**config.mk**
```make
export PLATFORM = sky130hd
export DESIGN_NAME = bf16_to_fp8_drain
export DESIGN_NICKNAME = d
export VERILOG_FILES = /design/src/rtl/bf16_to_fp8_drain.sv
export SDC_FILE = /design/constraint.sdc
export NUM_CORES = 1
export LEC_CHECK = 0
export BUFFER_PORTS_ARGS = -buffer_cell sky130_fd_sc_hd__buf_2
export CORE_MARGIN = 2
export CORE_UTILIZATION = 50
export DETAILED_ROUTE_END_ITERATION = 6
export PLACE_DENSITY = 0.77
export RECOVER_POWER = 100
export SYNTH_ARGS = -nofsm -noshare
export SYNTH_HDL_FRONTEND = slang
export SYNTH_SLANG_ARGS = --single-unit
```
**constraint.sdc**
```tcl
create_clock -name clk -period 3.6 [get_ports clk]
set_clock_uncertainty 0.1 [all_clocks]
set_input_delay 0.54 -clock clk [delete_from_list [all_inputs] [get_ports clk]]
set_output_delay 0.54 -clock clk [all_outputs]
set_load 0.05 [all_outputs]
```
**src/rtl/bf16_to_fp8_drain.sv**
```systemverilog
// Drains an N x N array of BF16 results, re-quantises each to FP8 E4M3 (RNE, saturating),
// and streams them out four per 32-bit word over a valid/ready handshake.
module bf16_to_fp8_drain #(
   parameter int unsigned N = 2
) (
   input  logic              clk,
   input  logic              rst,
   input  logic              start,
   input  logic [16*N*N-1:0] c_flat,
   output logic              busy,
   output logic              out_valid,
   input  logic              out_ready,
   output logic [31:0]       out_data,
   output logic              out_last,
   output logic              done,
   output logic [15:0]       sat_count
);

   localparam int unsigned NE = N * N;
   localparam int unsigned IW = (NE > 1) ? $clog2(NE) : 1;

   typedef enum logic [1:0] {StIdle, StConv, StSend} state_e;

   // Returns {saturated, e4m3_byte}.
   function automatic logic [8:0] to_e4m3(input logic [15:0] x);
      logic        s;
      logic [7:0]  e8;
      logic [6:0]  m;
      logic [3:0]  ev;
      logic [7:0]  mag;
      logic        inc;
      logic [3:0]  sh;
      logic [17:0] ext;
      logic [7:0]  q;
      logic [8:0]  res;
      s   = x[15];
      e8  = x[14:7];
      m   = x[6:0];
      ev  = '0;
      mag = '0;
      inc = 1'b0;
      sh  = '0;
      ext = '0;
      q   = '0;
      res = {1'b0, s, 7'h00};
      if (e8 == 8'd0) begin
         res = {1'b0, s, 7'h00};
      end else if (e8 > 8'd135) begin
         // Covers e > 8 as well as BF16 inf/NaN.
         res = {1'b1, s, 7'h7E};
      end else if (e8 >= 8'd121) begin
         ev  = 4'(e8 - 8'd120);
         mag = {1'b0, ev, m[6:4]};
         inc = m[3] & ((|m[2:0]) | m[4]);
         mag = mag + {7'd0, inc};
         if (mag > 8'h7E) begin
            res = {1'b1, s, 7'h7E};
         end else begin
            res = {1'b0, s, 7'(mag)};
         end
      end else if (e8 >= 8'd115) begin
         // Subnormal target: shift by 125 - e8 (5..10), round on the shifted-out bits.
         sh  = 4'(8'd125 - e8);
         ext = {1'b1, m, 10'd0} >> sh;
         q   = ext[17:10];
         inc = ext[9] & ((|ext[8:0]) | q[0]);
         q   = q + {7'd0, inc};
         res = {1'b0, s, 7'(q)};
      end
      return res;
   endfunction

   state_e            state_q, state_d;
   logic [16*NE-1:0]  snap_q, snap_d;
   logic [IW-1:0]     idx_q, idx_d;
   logic [31:0]       pack_q, pack_d;
   logic              out_valid_q, out_valid_d;
   logic              out_last_q, out_last_d;
   logic              done_q, done_d;
   logic [15:0]       sat_q, sat_d;

   logic [8:0]        cv;
   logic              is_last;
   logic [1:0]        bsel;

   always_comb begin
      state_d     = state_q;
      snap_d      = snap_q;
      idx_d       = idx_q;
      pack_d      = pack_q;
      out_valid_d = out_valid_q;
      out_last_d  = out_last_q;
      done_d      = 1'b0;
      sat_d       = sat_q;
      cv          = to_e4m3(snap_q[16*idx_q +: 16]);
      is_last     = (idx_q == IW'(NE - 1));
      bsel        = 2'(idx_q);

      unique case (state_q)
         StIdle: begin
            if (start) begin
               snap_d  = c_flat;
               sat_d   = '0;
               pack_d  = '0;
               idx_d   = '0;
               state_d = StConv;
            end
         end
         StConv: begin
            pack_d[8*bsel +: 8] = cv[7:0];
            idx_d = idx_q + 1'b1;
            if (cv[8] && (sat_q != 16'hFFFF)) begin
               sat_d = sat_q + 16'd1;
            end
            if ((bsel == 2'd3) || is_last) begin
               out_valid_d = 1'b1;
               out_last_d  = is_last;
               state_d     = StSend;
            end
         end
         StSend: begin
            if (out_ready) begin
               out_valid_d = 1'b0;
               out_last_d  = 1'b0;
               pack_d      = '0;
               if (out_last_q) begin
                  done_d  = 1'b1;
                  state_d = StIdle;
               end else begin
                  state_d = StConv;
               end
            end
         end
         default: state_d = StIdle;
      endcase
   end

   always_ff @(posedge clk) begin
      if (rst) begin
         state_q     <= StIdle;
         snap_q      <= '0;
         idx_q       <= '0;
         pack_q      <= '0;
         out_valid_q <= 1'b0;
         out_last_q  <= 1'b0;
         done_q      <= 1'b0;
         sat_q       <= '0;
      end else begin
         state_q     <= state_d;
         snap_q      <= snap_d;
         idx_q       <= idx_d;
         pack_q      <= pack_d;
         out_valid_q <= out_valid_d;
         out_last_q  <= out_last_d;
         done_q      <= done_d;
         sat_q       <= sat_d;
      end
   end

   assign busy      = (state_q != StIdle);
   assign out_valid = out_valid_q;
   assign out_last  = out_last_q;
   assign out_data  = pack_q;
   assign done      = done_q;
   assign sat_count = sat_q;

endmodule

```
==> flow_summary.yaml <==
status:
  status: "finished with violations"
  violations: "design-rule violations"
pwr:
  p_leak_nw: 2.771
  powerDensity_nw_per_um2: 487.3
  peakVddDrop_mv: 0.3944
synth:
  synth_top_family_by_area: "simple AND/OR/NAND/NOR gates"
  synth_top_cell_by_area: "dfxtp_1"
  ys_ff_latch: 118
  yosys_warnings: 0
  syn_area_sq_um: 5949
  synthAdderAreaFrac: 0.01893
  ys_top_cells_by_count: "nand2_1 (164), dfxtp_1 (118), a21oi_1 (86)"
  synth-compound-area-share: 0.1971
  ys_types: 61
  muxShareOfSynthArea: 0.1007
  netlist_instances: 690
  synthSimpleGateAreaFrac: 0.2271
  syn_nets: 767
  ys_seq_area_frac: 0.3971
  synth.area.top_cells: "dfxtp_1 (40%), nand2_1 (10%), a21oi_1 (7.2%)"
  ys.flop_type: "dfxtp_1"
  synth_xor_area_frac: 0.01325
  async_flop_share: 0
  yosysMostFrequentCell: "nand2_1"
  yosysTopAreaCellShare: 0.3971
  avgSynthCellArea_sq_um: 8.622
  synth_edf_count: 0
worst_setup_path:
  r2r_end: "out_data[11]$_SDFFE_PP0P_"
  regToRegSetupSlack_ps: 150
  end_kind: "flip-flop"
  cp-startpoint: "bsel[0]$_SDFFE_PP0P_"
  cp.arrival_ps: 3710
  start_kind: "flip-flop"
  crit_type: "flip-flop to flip-flop"
  worstReg2RegStart: "bsel[0]$_SDFFE_PP0P_"
  cp_max_fo: 27
  reg2regPathDepth: 9
  required_ps: 3860
placed_design:
  dpl_cell_area_sq_um: 6683
  hpwl_um: 10950
  routabilityCongestion: 0.8819
  io_buffers: 119
timing:
  finalMaxSlewViolations: 0
  max-slew-margin-rel: 0.05001
  finalHoldViolCount: 0
  setup_viol: 0
  grt_setup_unrepaired: "no"
  worst_pin_slew_ps: 1425
  fin_crit_sh: 0.9574
  fin_setup_tns_ps: 0
  finalCriticalPeriod_ps: 3446
  clock.fmax_ghz: 0.2902
floorplanning:
  ios: 120
  dieArea_sq_um: 12790
  start_util: 0.5166
  die_x_um: 113.1
  core_area_sq_um: 11520
  rows: 39
  die_h_um: 113.1
worst_hold_path:
  hold-path-endpoint: "snap_q[4]$_SDFFE_PP0P_"
  holdPathStages: 3
  hold_path_startpoint: "c_flat[4]"
  worst_hold_path_type: "primary input to flip-flop"
route:
  drcViolationCount: 10
  drt_iter0_markers: 505
  wl_per_cell_um: 16.48
  via_per_inst: 5.846
  dr.pass1.iters: 7
  ant_nets: 0
  drt_wl_total_um: 15830
  vias: 5612
global_route:
  grt_max_degree: 75
  grt_pass1_wl_um: 25590
  gr-total-overflow: 0
  grt_pass1_vias: 5234
  grt_antenna_before_repair: 0
  grt.total_usage: 0.2500
flow_run:
  drv_cap: 0
clock_tree:
  cts_tree: "yes"
  ctsHtreeMaxLevel: 4
  numCtsBuffers: 17
  cts.sinks: 118
  clock_path_buffers: 2
  clkTransAtPathRegs_ps: 60
  clock_latency_ps: 420
  cts_hold_buf: 0
  cts-root-buf: "clkbuf_16"
finish:
  antennaDiodeCount: 0
  layout.nets: 881
  synthToLayoutAreaGrowth_pct: 21.56
  fillers: 1015
  drive_gt1_frac: 0.1836
  final_area_sq_um: 7232
[worst max-delay path, stage by stage, from the launching register on]
cell and delay, ps:
dfxtp_2 420, buf_12 200, mux4_2 570, buf_6 210
mux2i_1 340, mux2i_1 190, mux2_2 330, and4_1 210
o31ai_1 560, a22o_1 240
[where the power goes]
| part | internal [mW] | total (mW) | switching, mW |
|---|---|---|---|
| Sequential | 1.36 | 1.38 | 0.0286 |
| Combinational | 0.175 | 0.453 | 0.278 |
| Clock | 1.09 | 1.69 | 0.601 |
[cell families (layout without fill, tap and decap cells)]
logic type | after synthesis | count (layout)
buffers and inverters | 58 | 184
adders and majority gates | 9 | 9
AOI/OAI and AO/OA | 174 | 175
DFF | 118 | 118
muxes | 37 | 37
and+or+nand+nor | 285 | 285
xor gates and xnor gates | 9 | 9
[state kept, by name (all words and copies together) (netlist names)]
name       count
sat_count     16
state_q        2
snap_q        64
out_data      32
done           1
bsel           2
out_last       1
[worst max-delay path by stage]
stage | cells after the start | end | slack, ps
after floorplan | 13 | out_data[10]$_SDFFE_PP0P_ | 70
after global routing | 13 | out_data[14]$_SDFFE_PP0P_ | 20
after detailed placement | 13 | out_data[22]$_SDFFE_PP0P_ | 20
after global placement | 9 | sat_count[10]$_SDFFE_PP0P_ | 160
after CTS | 13 | out_data[14]$_SDFFE_PP0P_ | 50
final | 9 | out_data[11]$_SDFFE_PP0P_ | 150
[placed cells by master (no fill, tap or decap), types with 5 or more instances in the layout]
cell	instances
a21oi_1	86
a221o_1	5
a22o_1	16
a22oi_1	11
and3_1	5
and4_1	5
buf_2	66
buf_4	23
clkbuf_1	56
clkbuf_16	17
dfxtp_1	117
ha_1	8
inv_1	7
mux2_2	5
mux2i_1	16
mux4_1	5
mux4_2	11
nand2_1	164
nand2b_1	7
nand3_1	26
nand4_1	8
nor2_1	17
nor2b_1	12
nor3_1	5
o211ai_1	8
o21ai_0	10
o21ai_1	6
o221ai_1	6
or3_1	6
or4_1	7
xnor2_1	5
[timing repair]
action / 4_1_cts / 5_1_grt
setup buffers: 0 / 3
cloned: 0 / 1
setup endpoints to repair: 4 / 15
pin swaps: 0 / 3
resized for setup: 1 / 3
[per-stage QoR]
stage / hold WS (ps) / util / power (mW) / std cells / worst slack, ps
4_1_cts: 240.7 / 0.6315 / 3.525 / 956 / 47.37
5_1_grt: 247.0 / 0.6280 / 3.654 / 960 / 15.72
3_5_place_dp: 344.1 / 0.5803 / 1.850 / 924 / 19.16
6_report: 252.0 / 0.6280 / 3.524 / 960 / 153.5
2_1_floorplan: 331.5 / - / 1.719 / 690 / 66.87
3_3_place_gp: 340.2 / 0.5803 / 1.837 / 924 / 162.6
[cell type report]
cell class / instances / area [sq um] / area share
clock buffer: 24 / 491.7 / 0.06799
timing repair buffer: 145 / 738.2 / 0.1021
inverter: 7 / 26.28 / 0.003633
sequential: 118 / 2364 / 0.3268
clock inverter: 8 / 96.34 / 0.01332
multi-input combinational: 515 / 3337 / 0.4614
tap: 143 / 178.9 / 0.02474
[per-layer routing]
| metal | routed length (um) | global-route usage | up-vias |
|---|---|---|---|
| met5 | 0 | 0 | - |
| met4 | 182 | 0.07805 | 0 |
| li1 | - | - | 2722 |
| met3 | 1058 | 0.06052 | 20 |
| met1 | 7285 | 0.3370 | 2657 |
| met2 | 7298 | 0.3992 | 213 |
Note: power is estimated with default switching activity, not from simulation.
